[src/rtl/isp_gain_stream_pkg.sv]
// Shared types and constants for the Bayer gain stream: channel/CFA enums,
// Q2.8 gain constants, statistics width and the CFA channel lookup.
package isp_gain_stream_pkg;

    typedef enum logic [1:0] {
        CHAN_R = 2'd0,
        CHAN_G = 2'd1,
        CHAN_B = 2'd2
    } chan_t;

    typedef enum logic [1:0] {
        BAYER_RGGB = 2'd0,
        BAYER_GRBG = 2'd1,
        BAYER_GBRG = 2'd2,
        BAYER_BGGR = 2'd3
    } bayer_t;

    localparam int FRAC_BITS = 8;
    localparam int Q28_UNITY = 256;

    function automatic int stat_width(input int pix_w, input int line_length, input int frame_lines);
        return pix_w + $clog2(line_length * frame_lines);
    endfunction

    // Bit 1 of the CFA code is the row parity of R, bit 0 its column parity;
    // B sits diagonally opposite and the remaining two sites are green.
    function automatic chan_t chan_of(input bayer_t bayer, input logic row0, input logic col0);
        logic [1:0] code;
        code = bayer;
        if (row0 == code[1] && col0 == code[0]) begin
            return CHAN_R;
        end else if (row0 != code[1] && col0 != code[0]) begin
            return CHAN_B;
        end
        return CHAN_G;
    endfunction

endpackage

[src/rtl/isp_gain_stream_sat.sv]
// isp_gain_sat: Q2.8 multiply, round-half-up, saturate to PIX_W, one output register.
module isp_gain_sat
    import isp_gain_stream_pkg::*;
#(
    parameter int PIX_W  = 10,
    parameter int GAIN_W = 10
) (
    input  logic              clk,
    input  logic              rst_n,
    input  logic              en_i,
    input  logic [PIX_W-1:0]  pix_i,
    input  logic [GAIN_W-1:0] gain_i,
    output logic [PIX_W-1:0]  pix_o
);
    localparam int PROD_W = PIX_W + GAIN_W;
    localparam int SH_W   = PROD_W + 1 - FRAC_BITS;
    localparam logic [SH_W-1:0] MAX_SH = (SH_W'(1) << PIX_W) - SH_W'(1);

    logic [PROD_W-1:0] prod;
    logic [PROD_W:0]   rounded;
    logic [SH_W-1:0]   shifted;
    logic [PIX_W-1:0]  pix_d;
    logic [PIX_W-1:0]  pix_q;

    // One spare bit above the product keeps the rounding add from wrapping.
    always_comb begin
        prod    = PROD_W'(pix_i) * PROD_W'(gain_i);
        rounded = {1'b0, prod} + (PROD_W + 1)'(1 << (FRAC_BITS - 1));
        shifted = rounded[PROD_W:FRAC_BITS];
        pix_d   = (shifted > MAX_SH) ? MAX_SH[PIX_W-1:0] : shifted[PIX_W-1:0];
    end

    always_ff @(posedge clk or negedge rst_n) begin
        if (!rst_n) begin
            pix_q <= '0;
        end else if (en_i) begin
            pix_q <= pix_d;
        end
    end

    assign pix_o = pix_q;

endmodule

[src/rtl/isp_gain_stream.sv]
// Per-channel white-balance gain on a raw Bayer stream with line/frame tracking.
// Optional per-frame channel sums are built when ISP_GAIN_STATS_EN is defined.
module isp_gain_stream
    import isp_gain_stream_pkg::*;
#(
    parameter int PIX_W       = 10,
    parameter int LINE_LENGTH = 640,
    parameter int FRAME_LINES = 480,
    parameter int BAYER       = 0,
    parameter int GAIN_W      = 10,
    localparam int STAT_W     = stat_width(PIX_W, LINE_LENGTH, FRAME_LINES)
) (
    input  logic              clk,
    input  logic              rst_n,
    input  logic              in_valid,
    output logic              in_ready,
    input  logic [PIX_W-1:0]  in_pix,
    input  logic              in_sof,
    input  logic              in_eol,
    input  logic [GAIN_W-1:0] gain_r,
    input  logic [GAIN_W-1:0] gain_g,
    input  logic [GAIN_W-1:0] gain_b,
    output logic              out_valid,
    input  logic              out_ready,
    output logic [PIX_W-1:0]  out_pix,
    output logic              out_sof,
    output logic              out_eol,
    output logic [1:0]        out_chan,
    output logic              err_short,
    output logic              err_long,
    output logic [STAT_W-1:0] stat_r,
    output logic [STAT_W-1:0] stat_g,
    output logic [STAT_W-1:0] stat_b,
    output logic              stat_valid
);
    localparam int COL_W = (LINE_LENGTH > 1) ? $clog2(LINE_LENGTH) : 1;
    localparam int ROW_W = (FRAME_LINES > 1) ? $clog2(FRAME_LINES) : 1;

    logic advance, accept, s2_load;
    logic [COL_W-1:0] col_q, col_d, cur_col;
    logic [ROW_W-1:0] row_q, row_d, cur_row;
    logic at_last_col, at_last_row, line_end;
    logic [GAIN_W-1:0] gain_r_q, gain_g_q, gain_b_q;
    logic [GAIN_W-1:0] eff_r, eff_g, eff_b, gain_sel;
    logic err_short_q, err_short_d, err_long_q, err_long_d;
    chan_t chan_in;

    logic              s1_valid_q, s1_sof_q, s1_eol_q;
    logic [PIX_W-1:0]  s1_pix_q;
    logic [GAIN_W-1:0] s1_gain_q;
    chan_t             s1_chan_q;
    logic              s2_valid_q, s2_sof_q, s2_eol_q;
    chan_t             s2_chan_q;

    assign advance  = !s2_valid_q || out_ready;
    assign in_ready = advance;
    assign accept   = in_valid && advance;
    assign s2_load  = advance && s1_valid_q;

    // A start-of-frame pixel sees col/row 0 and the fresh gains in the same cycle.
    always_comb begin
        cur_col     = in_sof ? '0 : col_q;
        cur_row     = in_sof ? '0 : row_q;
        at_last_col = (cur_col == COL_W'(LINE_LENGTH - 1));
        at_last_row = (cur_row == ROW_W'(FRAME_LINES - 1));
        line_end    = in_eol || at_last_col;
        eff_r       = in_sof ? gain_r : gain_r_q;
        eff_g       = in_sof ? gain_g : gain_g_q;
        eff_b       = in_sof ? gain_b : gain_b_q;
        chan_in     = chan_of(bayer_t'(2'(BAYER)), cur_row[0], cur_col[0]);
        case (chan_in)
            CHAN_R:  gain_sel = eff_r;
            CHAN_B:  gain_sel = eff_b;
            default: gain_sel = eff_g;
        endcase
        col_d       = col_q;
        row_d       = row_q;
        err_short_d = 1'b0;
        err_long_d  = 1'b0;
        if (accept) begin
            err_short_d = in_eol && !at_last_col;
            err_long_d  = !in_eol && at_last_col;
            if (line_end) begin
                col_d = '0;
                row_d = at_last_row ? '0 : cur_row + ROW_W'(1);
            end else begin
                col_d = cur_col + COL_W'(1);
                row_d = cur_row;
            end
        end
    end

    always_ff @(posedge clk or negedge rst_n) begin
        if (!rst_n) begin
            col_q       <= '0;
            row_q       <= '0;
            gain_r_q    <= GAIN_W'(Q28_UNITY);
            gain_g_q    <= GAIN_W'(Q28_UNITY);
            gain_b_q    <= GAIN_W'(Q28_UNITY);
            err_short_q <= 1'b0;
            err_long_q  <= 1'b0;
        end else begin
            col_q       <= col_d;
            row_q       <= row_d;
            err_short_q <= err_short_d;
            err_long_q  <= err_long_d;
            if (accept) begin
                gain_r_q <= eff_r;
                gain_g_q <= eff_g;
                gain_b_q <= eff_b;
            end
        end
    end

    always_ff @(posedge clk or negedge rst_n) begin
        if (!rst_n) begin
            s1_valid_q <= 1'b0;
            s1_pix_q   <= '0;
            s1_gain_q  <= '0;
            s1_chan_q  <= CHAN_R;
            s1_sof_q   <= 1'b0;
            s1_eol_q   <= 1'b0;
            s2_valid_q <= 1'b0;
            s2_chan_q  <= CHAN_R;
            s2_sof_q   <= 1'b0;
            s2_eol_q   <= 1'b0;
        end else begin
            if (advance) begin
                s1_valid_q <= in_valid;
                s2_valid_q <= s1_valid_q;
            end
            if (accept) begin
                s1_pix_q  <= in_pix;
                s1_gain_q <= gain_sel;
                s1_chan_q <= chan_in;
                s1_sof_q  <= in_sof;
                s1_eol_q  <= line_end;
            end
            if (s2_load) begin
                s2_chan_q <= s1_chan_q;
                s2_sof_q  <= s1_sof_q;
                s2_eol_q  <= s1_eol_q;
            end
        end
    end

    isp_gain_sat #(
        .PIX_W  (PIX_W),
        .GAIN_W (GAIN_W)
    ) u_sat (
        .clk    (clk),
        .rst_n  (rst_n),
        .en_i   (s2_load),
        .pix_i  (s1_pix_q),
        .gain_i (s1_gain_q),
        .pix_o  (out_pix)
    );

    assign out_valid = s2_valid_q;
    assign out_sof   = s2_sof_q;
    assign out_eol   = s2_eol_q;
    assign out_chan  = s2_chan_q;
    assign err_short = err_short_q;
    assign err_long  = err_long_q;

`ifdef ISP_GAIN_STATS_EN
    logic s1_fend_q, s2_fend_q, out_hs, stat_valid_q, stat_valid_d;
    logic [STAT_W-1:0] acc_r_q, acc_g_q, acc_b_q, acc_r_d, acc_g_d, acc_b_d;
    logic [STAT_W-1:0] stat_r_q, stat_g_q, stat_b_q, stat_r_d, stat_g_d, stat_b_d;
    logic [STAT_W-1:0] sum_r, sum_g, sum_b, pix_ext;

    assign out_hs  = s2_valid_q && out_ready;
    assign pix_ext = STAT_W'(out_pix);

    // out_sof restarts the sums with its own pixel; the last eol of the frame publishes them.
    always_comb begin
        sum_r        = (s2_sof_q ? '0 : acc_r_q) + ((s2_chan_q == CHAN_R) ? pix_ext : '0);
        sum_g        = (s2_sof_q ? '0 : acc_g_q) + ((s2_chan_q == CHAN_G) ? pix_ext : '0);
        sum_b        = (s2_sof_q ? '0 : acc_b_q) + ((s2_chan_q == CHAN_B) ? pix_ext : '0);
        acc_r_d      = acc_r_q;
        acc_g_d      = acc_g_q;
        acc_b_d      = acc_b_q;
        stat_r_d     = stat_r_q;
        stat_g_d     = stat_g_q;
        stat_b_d     = stat_b_q;
        stat_valid_d = 1'b0;
        if (out_hs) begin
            if (s2_fend_q) begin
                stat_r_d     = sum_r;
                stat_g_d     = sum_g;
                stat_b_d     = sum_b;
                stat_valid_d = 1'b1;
                acc_r_d      = '0;
                acc_g_d      = '0;
                acc_b_d      = '0;
            end else begin
                acc_r_d = sum_r;
                acc_g_d = sum_g;
                acc_b_d = sum_b;
            end
        end
    end

    always_ff @(posedge clk or negedge rst_n) begin
        if (!rst_n) begin
            s1_fend_q    <= 1'b0;
            s2_fend_q    <= 1'b0;
            acc_r_q      <= '0;
            acc_g_q      <= '0;
            acc_b_q      <= '0;
            stat_r_q     <= '0;
            stat_g_q     <= '0;
            stat_b_q     <= '0;
            stat_valid_q <= 1'b0;
        end else begin
            if (accept) s1_fend_q <= line_end && at_last_row;
            if (s2_load) s2_fend_q <= s1_fend_q;
            acc_r_q      <= acc_r_d;
            acc_g_q      <= acc_g_d;
            acc_b_q      <= acc_b_d;
            stat_r_q     <= stat_r_d;
            stat_g_q     <= stat_g_d;
            stat_b_q     <= stat_b_d;
            stat_valid_q <= stat_valid_d;
        end
    end

    assign stat_r     = stat_r_q;
    assign stat_g     = stat_g_q;
    assign stat_b     = stat_b_q;
    assign stat_valid = stat_valid_q;
`else
    assign stat_r     = '0;
    assign stat_g     = '0;
    assign stat_b     = '0;
    assign stat_valid = 1'b0;
`endif

endmodule

[config.mk]
export PLATFORM = sky130hd
export DESIGN_NAME = isp_gain_stream
export DESIGN_NICKNAME = d
export VERILOG_FILES = /design/src/rtl/isp_gain_stream_pkg.sv /design/src/rtl/isp_gain_stream_sat.sv /design/src/rtl/isp_gain_stream.sv
export SDC_FILE = /design/constraint.sdc
export NUM_CORES = 1
export LEC_CHECK = 0
export ABC_AREA = 1
export BUFFER_PORTS_ARGS = -buffer_cell sky130_fd_sc_hd__buf_4
export CAP_MARGIN = 20
export CELL_PAD_IN_SITES_DETAIL_PLACEMENT = 1
export CELL_PAD_IN_SITES_GLOBAL_PLACEMENT = 1
export CORE_MARGIN = 5
export CORE_UTILIZATION = 38
export CTS_BUF_LIST = sky130_fd_sc_hd__clkbuf_16
export DETAILED_ROUTE_END_ITERATION = 6
export PLACE_DENSITY_LB_ADDON = 0.08
export SYNTH_ARGS = -nofsm -noshare
export SYNTH_HDL_FRONTEND = slang
export SYNTH_SLANG_ARGS = --single-unit
[constraint.sdc]
create_clock -name clk -period 4.7 [get_ports clk]
set_input_delay 0.705 -clock clk [delete_from_list [all_inputs] [get_ports clk]]
set_output_delay 0.705 -clock clk [all_outputs]
set_load 0.02 [all_outputs]
==> results.md, run 1 <==
* Proportion of synthesized area in mux cells at 0
* Seq pwr share at 0.131
* Critical Path, Cell by Cell: buf_6 > nand2_2 > fa_1 > inv_1 > fa_1 > fa_1 > fa_1 > inv_1 > fa_1 > inv_2 > ha_4 > nand2_4 > buf_4 > nor4_4 > nand2_2 > nand3_1 > nand2_2 > nor2_4 > nand3_2 > nand2_1 > inv_1
* Layout cells sized above 1 at 0.2371
* CTS Hold Bufs at 0
* Post-layout util at 0.4595
* Syn avg cell area at 7.536 um2
* Vias/cell at 4.556
* RSZ-0062 raised after global routing: true
* CP max stage delay at 0.53 ns
* Setup ws final at -0.03566 ns
* WS Path Type: flip-flop to flip-flop
* Die Y at 163.2 um
* H-tree Lvls at 3
* Clk_skew at 0.01465 ns
* Clock sink total at 91
* Worst skew pair latency at 0.35 ns
* Internal power at 4.312 mW
* # Max-Cap Violations at 0
* Clk root buf: clkbuf_16
* Worst slack at placement at -0.2929 ns
* Worst hold slack at 0.4292 ns
* Final Cycle Share at 1.008
* Clock transition at path regs at 0.08 ns
* Synthesized instance count at 1,184
* Crit path top cell by count: fa_1
* Status: finished with violations
* Synth Area in Simple Gates at 0.2148
* Maximum clock path buffer count at 2
* Seq/Total Area, Yosys at 0.2556
* Post-DP HPWL at 17.56 mm
* Drt drc at 0
* Worst-margin pin slew at 1.057 ns
* VDD IR max at 0.5370 mV
* Area of the multi-input gates at 5722 um2
* Startpoint class of the critical path: flip-flop
* Cell variety after synth at 45
* I/O pin cnt at 152
* TritonCTS buffer count at 9
* Cell Area, Synth at 8922 um2
* Failing checks: setup timing
* Crit path DAT at 4.99 ns
* Initial Util at 0.3836
* Slew Viols, Final at 0
* Final setup viols at 6
* Vias in the first global route at 7,829
* Commonest non-fill, non-tap cells in the layout: nand2_1, inv_1, buf_4
* Largest family of logic cells by synthesized area: adder cells
* Post-route minimum period at 4.736 ns
* Max Clock Freq at 211.2 MHz
* Ys flop type: dfrtp_1
* Critical Path End Type: flip-flop
* WL/cell at 14.13 um
* DRT Wirelength at 22.86 mm
* Final Power at 8.237 mW
* Initial antenna violation count at 0
* Complex-gate fraction of the synthesized area at 0.09396
* Placeable core region at 23,260 um2
* Die ar. at 26,640 um2
* Xor and xnor area share after synthesis at 0.01276
* Antenna Cells at 0
* Grt ovf at 0
* Sw Pwr at 3.925 mW
* Comb pwr share at 0.776
* Hold Path Class: input pin to asynchronous set/reset pin
* Crit Path Max Fanout at 5
* Worst path slowest cell: fa_1
* Worst slew margin at 0.2951
* Switching share of total power at 0.4765
* FF+latch area at 2298 um2
* Adder-Cell Fraction of Synth Area at 0.2319
* GPL Wtd Cong at 0.8432
* Final Hold Viols at 0
* Power per cell area at 770.6 nW/um2
* Synthesis warning total at 0
* Drt initial violations at 255
* Synth-to-layout area growth at 19.80%
* Post-synth ARST share at 1.000
* Register bit total from synthesis at 91
* EDFF count, synth at 0
* Worst Path Required at 4.96 ns
* Pin count of the biggest net entering global routing at 77
* Routed via count at 7,371
* Antenna Violating Nets Remaining at 0
* Leak pwr at 5.767 nW
* FP Rows at 56
* CTS tree: built
* Clock power frac at 0.093
* Number of port buffers at 63
* First-pass GRT wire length at 38.01 mm
* Most common cell after layout, fill and taps aside: nand2_1
* DR pass1 iterations at 5
* Die X at 163.2 um
* Final Net Count at 1,467
* Filler cell count at 2,926
* Gr usage total at 0.1744
[power groups by stage]
stage	sequential (mW)	clock (mW)	combinational, mW
2_1_floorplan	1.08	0	3.08
6_report	1.08	0.768	6.39
5_1_grt	1.10	0.829	7.12
3_5_place_dp	1.10	0	4.78
3_3_place_gp	1.09	0	4.71
4_1_cts	1.08	0.789	6.24
[cell usage after synthesis, drive strengths merged, types with 6 or more instances]
cell type | count | share of area
a21oi | 24 | 0.014
a221oi | 10 | 0.0098
buf | 108 | 0.087
clkbuf | 27 | 0.011
dfrtp | 88 | 0.25
fa | 64 | 0.14
ha | 63 | 0.088
inv | 217 | 0.092
nand2 | 331 | 0.15
nand3 | 28 | 0.016
nand3b | 6 | 0.0050
nand4 | 7 | 0.0049
nor2 | 51 | 0.025
nor3 | 10 | 0.0073
o21ai | 102 | 0.058
o22ai | 6 | 0.0042
or2 | 10 | 0.0070
xor2 | 12 | 0.012
[per-stage QoR]
stage	instances	setup TNS, ns	area, um2
6_report	1618	-0.1332	10690
3_3_place_gp	1573	-2.483	9668
2_1_floorplan	1271	0	9270
4_1_cts	1615	-0.2434	10560
3_5_place_dp	1573	-2.793	9668
5_1_grt	1618	-2.132	10690
[layer usage]
layer  wire length, um  vias up  track usage
met1             10410     3588       0.2313
met4               241        0      0.03851
met5                 0        -            0
met2             11660       96       0.3060
li1                  -     3671            -
met3               547       16      0.02120
[final timing paths]
kind | end | cells past startpoint | startpoint | slack [ns]
max | u_sat.pix_o[3]$_DFFE_PN0P_ | 21 | s1_gain_q[3]$_DFFE_PN0P_ | -0.04
min | row_q[6]$_DFFE_PN0P_ | 1 | rst_n | 0.43
max reg2reg | u_sat.pix_o[3]$_DFFE_PN0P_ | 21 | s1_gain_q[3]$_DFFE_PN0P_ | -0.04
min reg2reg | out_chan[1]$_DFFE_PN0P_ | 2 | s1_chan_q[1]$_DFFE_PN0P_ | 0.48
max in group asynchronous | s1_pix_q[7]$_DFFE_PN0P_ | 2 | rst_n | 3.27
min in group clk | out_chan[1]$_DFFE_PN0P_ | 2 | s1_chan_q[1]$_DFFE_PN0P_ | 0.48
[worst max-delay path: cells and delay by family (launching register included)]
kind	cells	cell delay, ns
simple gates	9	0.96
buf+inv	6	0.47
fa+ha+maj	6	2.80
flops	1	0.44
[final cells by class]
type                            count  share of cell area
Inverter                          218             0.07679
Multi-Input combinational cell    829              0.5353
Clock inverter                      7            0.007843
Sequential cell                    91              0.2150
Clock buffer                        9             0.02107
Timing Repair Buffer              145              0.1066
Tap cell                          319             0.03734
[cell families (layout without fill, tap and decap cells)]
logic type      after synthesis  after routing
flops                        91             91
xor+xnor                     13             13
fa+ha+maj                   127            127
compound gates              152            152
buf+inv                     353            379
simple gates                447            449
other cells                   1             88
[registers in the layout, indices dropped and copies added, names as in the netlist]
name         count
out_sof          1
s1_chan_q        2
col_q           10
gain_r_q        10
s1_valid_q       1
out_valid        1
err_short        1
row_q            9
out_eol          1
s1_eol_q         1
u_sat.pix_o     10
s1_sof_q         1
err_long         1
out_chan         2
s1_pix_q        10
gain_b_q        10
s1_gain_q       10
gain_g_q        10
[repair_timing]
item / in CTS / in global routing
cloned: 2 / 0
setup endpoints to repair: 10 / 10
resized for setup: 94 / 30
pin swaps: 67 / 34
setup buffers: 24 / 3
Note: power is estimated with default switching activity, not from simulation.
==> run 2, diff against run 1 <==
Settings changed: ABC_AREA 1 to 0, CAP_MARGIN 20 to 40, CORE_UTILIZATION 38 to 40, MAX_ROUTING_LAYER from default to met4.
==> results.md, run 2 <==
* Vias in the first global route at 7,078
* Crit path DAT at 5.21 ns
* Cell variety after synth at 57
* Antenna Cells at 0
* Power per cell area at 829.9 nW/um2
* Seq/Total Area, Yosys at 0.2712
* Layout cells sized above 1 at 0.2946
* Drt drc at 0
* Pin count of the biggest net entering global routing at 66
* VDD IR max at 0.6224 mV
* Post-route minimum period at 4.999 ns
* Die X at 155.0 um
* R2R depth at 18
* Number of port buffers at 63
* Worst hold slack at 0.4081 ns
* Clock sink total at 91
* Synth top area share at 0.2618
* GPL Wtd Cong at 0.8617
* Most common cell after layout, fill and taps aside: buf_4
* Placeable core region at 20,890 um2
* Hold Path Class: input pin to asynchronous set/reset pin
* WS Path Type: flip-flop to flip-flop
* FP Rows at 53
* TritonCTS buffer count at 9
* Final Cycle Share at 1.064
* Final Net Count at 1,176
* Die Y at 155.0 um
* Vias/cell at 4.936
* Worst skew pair latency at 0.35 ns
* Placed Area at 9480 um2
* Top-count cell post-synth: nand2_1
* Clock transition at path regs at 0.07 ns
* WL/cell at 16.89 um
* Worst slew margin at 0.4445
* DRT Wirelength at 21.67 mm
* Top post-synthesis cells by area: dfrtp_1, fa_1, ha_1
* Post-DP HPWL at 17.29 mm
* Routed via count at 6,333
* Worst slack at placement at -0.4614 ns
* Worst reg2reg path endpoint: u_sat.pix_o[5]$_DFFE_PN0P_
* Maximum clock path buffer count at 2
* R2R Setup Slk at -0.30 ns
* Leading area contributor after synthesis: dfrtp_1
* Commonest non-fill, non-tap cells in the layout: buf_4, nand2_1, conb_1
* Gr usage total at 0.1886
* Drt initial violations at 161
* Grt ovf at 0
* H-tree Lvls at 3
* Post-route design area at 10,170 um2
* Post-layout util at 0.4867
* Antenna Violating Nets Remaining at 0
* Startpoint class of the critical path: flip-flop
* Status: finished with violations
* Initial antenna violation count at 0
* Final setup viols at 10
* Clk_skew at 0.009369 ns
* Sum of negative setup slack at -2.736 ns
* Die ar. at 24,030 um2
* Critical Path End Type: flip-flop
* Post-synth ARST share at 1.000
* Worst-margin pin slew at 0.8333 ns
* Setup ws final at -0.2995 ns
* First-pass GRT wire length at 36.11 mm
* Crit Path Max Fanout at 5
* RR Startpoint: s1_gain_q[4]$_DFFE_PN0P_
* Top cells by count, synth: nand2_1, buf_4, dfrtp_1
* EDFF count, synth at 0
* Filler cell count at 2,396
* # Max-Cap Violations at 0
* Syn avg cell area at 9.579 um2
* Synthesis warning total at 0
* Synth-to-layout area growth at 20.87%
* Cell Area, Synth at 8411 um2
* Clk root buf: clkbuf_16
* RSZ-0062 raised after global routing: true
* Failing checks: setup timing
* Ys flop type: dfrtp_1
* Leak pwr at 4.987 nW
* Worst Path Required at 4.91 ns
* DR pass1 iterations at 4
* Final Hold Viols at 0
* Max Clock Freq at 200.0 MHz
* Synthesized instance count at 878
* Register bit total from synthesis at 91
* I/O pin cnt at 152
* Slew Viols, Final at 0
* CTS tree: built
* Initial Util at 0.4026
## run 2: cell types whose count changed after synthesis, sizes merged, moves of 30 or more
cell | previous run | this run
inv | 217 | 77
and2 | 2 | 60
o21ai | 102 | 38
mux2 | 0 | 44
nor2 | 51 | 21
nand2 | 331 | 122
## run 2: timing repair
action                     CTS  global route
setup endpoints to repair   10            10
hold buffers                 0             0
setup buffers               13            12
gates resized for setup     28            25
pin swaps                    6            26
hold endpoints to repair     0             0
cloned                       0             1
## run 2: area by class of cell
type / count / area, um2 / area share
Timing Repair Buffer: 161 / 1281 / 0.1260
Tap cell: 275 / 344.1 / 0.03385
Sequential cell: 91 / 2303 / 0.2266
Clock buffer: 9 / 225.2 / 0.02215
Multi-Input combinational cell: 663 / 5647 / 0.5554
Clock inverter: 7 / 76.32 / 0.007508
Inverter: 77 / 289.0 / 0.02843
## run 2: cell families (layout without fill, tap and decap cells)
group / Yosys count / count (layout) / synth area share
muxes: 56 / 56 / 0.07319
xor gates and xnor gates: 12 / 12 / 0.01250
AOI/OAI and AO/OA: 134 / 134 / 0.1217
adders and majority gates: 127 / 127 / 0.2461
and+or+nand+nor: 246 / 246 / 0.1403
other: 1 / 88 / 0.0004459
buffers and inverters: 211 / 254 / 0.1346
DFF: 91 / 91 / 0.2712
## run 2: how the worst max path moves through the flow
stage	cells past startpoint	slack [ns]	to	from
after floorplan	17	-0.11	u_sat.pix_o[0]$_DFFE_PN0P_	s1_gain_q[3]$_DFFE_PN0P_
after global placement	17	-0.38	u_sat.pix_o[8]$_DFFE_PN0P_	s1_pix_q[2]$_DFFE_PN0P_
after detailed placement	18	-0.46	u_sat.pix_o[9]$_DFFE_PN0P_	s1_gain_q[3]$_DFFE_PN0P_
after CTS	19	-0.28	u_sat.pix_o[9]$_DFFE_PN0P_	s1_gain_q[3]$_DFFE_PN0P_
after global routing	18	-0.48	u_sat.pix_o[8]$_DFFE_PN0P_	s1_pix_q[8]$_DFFE_PN0P_
final	18	-0.30	u_sat.pix_o[5]$_DFFE_PN0P_	s1_gain_q[4]$_DFFE_PN0P_
## run 2: where the power goes
part           switching, mW  internal (mW)  leakage [nW]
Clock                  0.329          0.416         0.148
Sequential             0.169          0.972          1.10
Combinational           3.33           3.22          3.74
## run 2: per-layer routing
metal	wire, um	share of wire	track usage	vias to the layer above
met5	0	0	-	-
li1	-	-	-	3012
met4	172	0.0079	0.03364	0
met1	9612	0.44	0.2380	3237
met2	11380	0.53	0.3291	73
met3	508	0.023	0.02448	11
## run 2: per-stage QoR
stage	std cells	total power, mW
CTS	1270	8.265
global route	1283	9.281
global placement	1240	7.021
floorplan	965	5.100
finish	1283	8.437
detailed placement	1241	7.233
## run 2: critical path, stage by stage, from the launching register on
cell and delay [ns]:
dfrtp_2 0.44, buf_4 0.16, and2_1 0.14, fa_1 0.49
fa_1 0.44, fa_1 0.50, fa_1 0.50, inv_1 0.05
fa_1 0.52, inv_1 0.06, ha_4 0.29, nand4_1 0.09
a21oi_2 0.16, a22oi_2 0.08, buf_6 0.15, o21a_4 0.21
a32oi_4 0.25, clkbuf_16 0.20, a41oi_2 0.10
==> run 3, diff against run 2 <==
Settings changed: PLACE_DENSITY_LB_ADDON 0.08 to 0.1, TNS_END_PERCENT from default to 50.
==> results.md, run 3 (synthesis results as in run 2) <==
* Crit path max-delay family: adder cells
* Worst-margin pin slew at 0.8021 ns
* Final Hold Viols at 0
* Vias/cell at 4.946
* FP Rows at 53
* TritonCTS buffer count at 9
* Crit path DAT at 5.24 ns
* WP buf/inv at 5
* RSZ-0062 raised after global routing: true
* Worst path slowest cell: fa_1
* Critical Path, Cell by Cell: buf_6 > and2_4 > fa_1 > fa_1 > fa_1 > fa_1 > inv_1 > fa_1 > inv_2 > ha_4 > nand4_1 > a21oi_2 > a22oi_2 > buf_6 > o21a_4 > a22o_1 > buf_12 > a41oi_2
* Maximum clock path buffer count at 2
* Pin count of the biggest net entering global routing at 66
* Final Cycle Share at 1.058
* Clock transition at path regs at 0.07 ns
* Setup ws final at -0.2713 ns
* Clk root buf: clkbuf_16
* VDD IR max at 0.5443 mV
* Number of port buffers at 63
* Clock sink total at 91
* Antenna Cells at 0
* Post-DP HPWL at 16.99 mm
* Gr usage total at 0.1875
* First-pass GRT wire length at 35.94 mm
* Status: finished with violations
* Worst skew pair latency at 0.35 ns
* Worst slew margin at 0.4653
* Crit Path Max Fanout at 10
* Hold Path Class: input pin to asynchronous set/reset pin
* Die ar. at 24,030 um2
* Vias in the first global route at 7,036
* Initial antenna violation count at 0
* Startpoint class of the critical path: flip-flop
* Grt ovf at 0
* Leak pwr at 4.911 nW
* Crit path top cell by count: fa_1
* Routed via count at 6,287
* CP max stage delay at 0.55 ns
* DR pass1 iterations at 4
* Antenna Violating Nets Remaining at 0
* Synth-to-layout area growth at 19.35%
* H-tree Lvls at 3
* Commonest non-fill, non-tap cells in the layout: buf_4, nand2_1, conb_1
* Max Clock Freq at 201.2 MHz
* I/O pin cnt at 152
* Final setup viols at 10
* WL/cell at 16.78 um
* Drt initial violations at 219
* Power per cell area at 829.5 nW/um2
* Slew Viols, Final at 0
* CTS tree: built
* Worst hold slack at 0.4515 ns
* Failing checks: setup timing
* Final Power at 8.327 mW
* GPL Wtd Cong at 0.8355
* Post-route minimum period at 4.971 ns
* DRT Wirelength at 21.33 mm
* Critical Path End Type: flip-flop
* Clk_skew at 0.01474 ns
* # Max-Cap Violations at 0
* Die X at 155.0 um
* Final Net Count at 1,164
* Post-layout util at 0.4806
* Most common cell after layout, fill and taps aside: buf_4
* Drt drc at 0
* Worst Path Required at 4.97 ns
* Layout cells sized above 1 at 0.2801
* Die Y at 155.0 um
* Placeable core region at 20,890 um2
* Initial Util at 0.4026
* WS Path Type: flip-flop to flip-flop
==> run 3: changes by cell type in the layout (fill, tap and decap cells not counted), sizes merged <==
cell    before  now
clkinv       2    3
clkbuf      11    9
buf        159  149
inv         80   79
==> run 3: final cells by class <==
cell class,instances,area (um2)
clock buffers,9,225.2
flip-flops and latches,91,2301
fillers,2373,10850
clock inverters,7,75.07
repair buffers,149,1170
well taps,275,344.1
multi-input cells,663,5634
inverters,77,289.0
==> run 3: routing by layer <==
layer,part of all wire,track usage,vias to the layer above
met4,0.011,0.03743,0
met2,0.52,0.3257,88
met1,0.44,0.2369,3188
met3,0.026,0.02309,19
li1,-,-,2992
met5,0,-,-
==> run 3: path summary, 6_finish.rpt <==
kind,startpoint,endpoint,slack [ns],depth (start not counted)
max in group asynchronous,rst_n,s1_pix_q[6]$_DFFE_PN0P_,3.28,2
min in group clk,s1_valid_q$_DFFE_PN0N_,out_valid$_DFFE_PN0N_,0.47,2
setup reg to reg,s1_pix_q[3]$_DFFE_PN0P_,u_sat.pix_o[8]$_DFFE_PN0P_,-0.27,18
hold / removal,rst_n,col_q[8]$_DFFE_PN0P_,0.45,1
hold reg to reg,s1_valid_q$_DFFE_PN0N_,out_valid$_DFFE_PN0N_,0.47,2
setup / recovery,s1_pix_q[3]$_DFFE_PN0P_,u_sat.pix_o[8]$_DFFE_PN0P_,-0.27,18
==> run 3: per-stage QoR <==
stage / setup TNS [ns] / std cells / area, um2 / setup WS (ns)
4_1_cts: -2.927 / 1271 / 9967 / -0.3137
5_1_grt: -4.623 / 1271 / 10040 / -0.4827
3_5_place_dp: -5.233 / 1245 / 9510 / -0.5340
6_report: -2.490 / 1271 / 10040 / -0.2713
3_3_place_gp: -3.984 / 1244 / 9495 / -0.4076
2_1_floorplan: -1.147 / 965 / 9064 / -0.1149
==> run 3: repair_timing <==
| item | in CTS | in global routing |
|---|---|---|
| resized for setup | 27 | 17 |
| hold buffers | 0 | 0 |
| setup endpoints to repair | 10 | 10 |
| setup buffers | 10 | 0 |
| cloned | 0 | 0 |
| hold endpoints to repair | 0 | 0 |
| pin swaps | 7 | 3 |
==> run 3: report_power, final <==
part / total [mW] / internal (mW) / switching, mW / leakage [nW]
registers: 1.15 / 0.970 / 0.180 / 1.10
clock network: 0.746 / 0.416 / 0.330 / 0.145
logic: 6.43 / 3.14 / 3.29 / 3.66
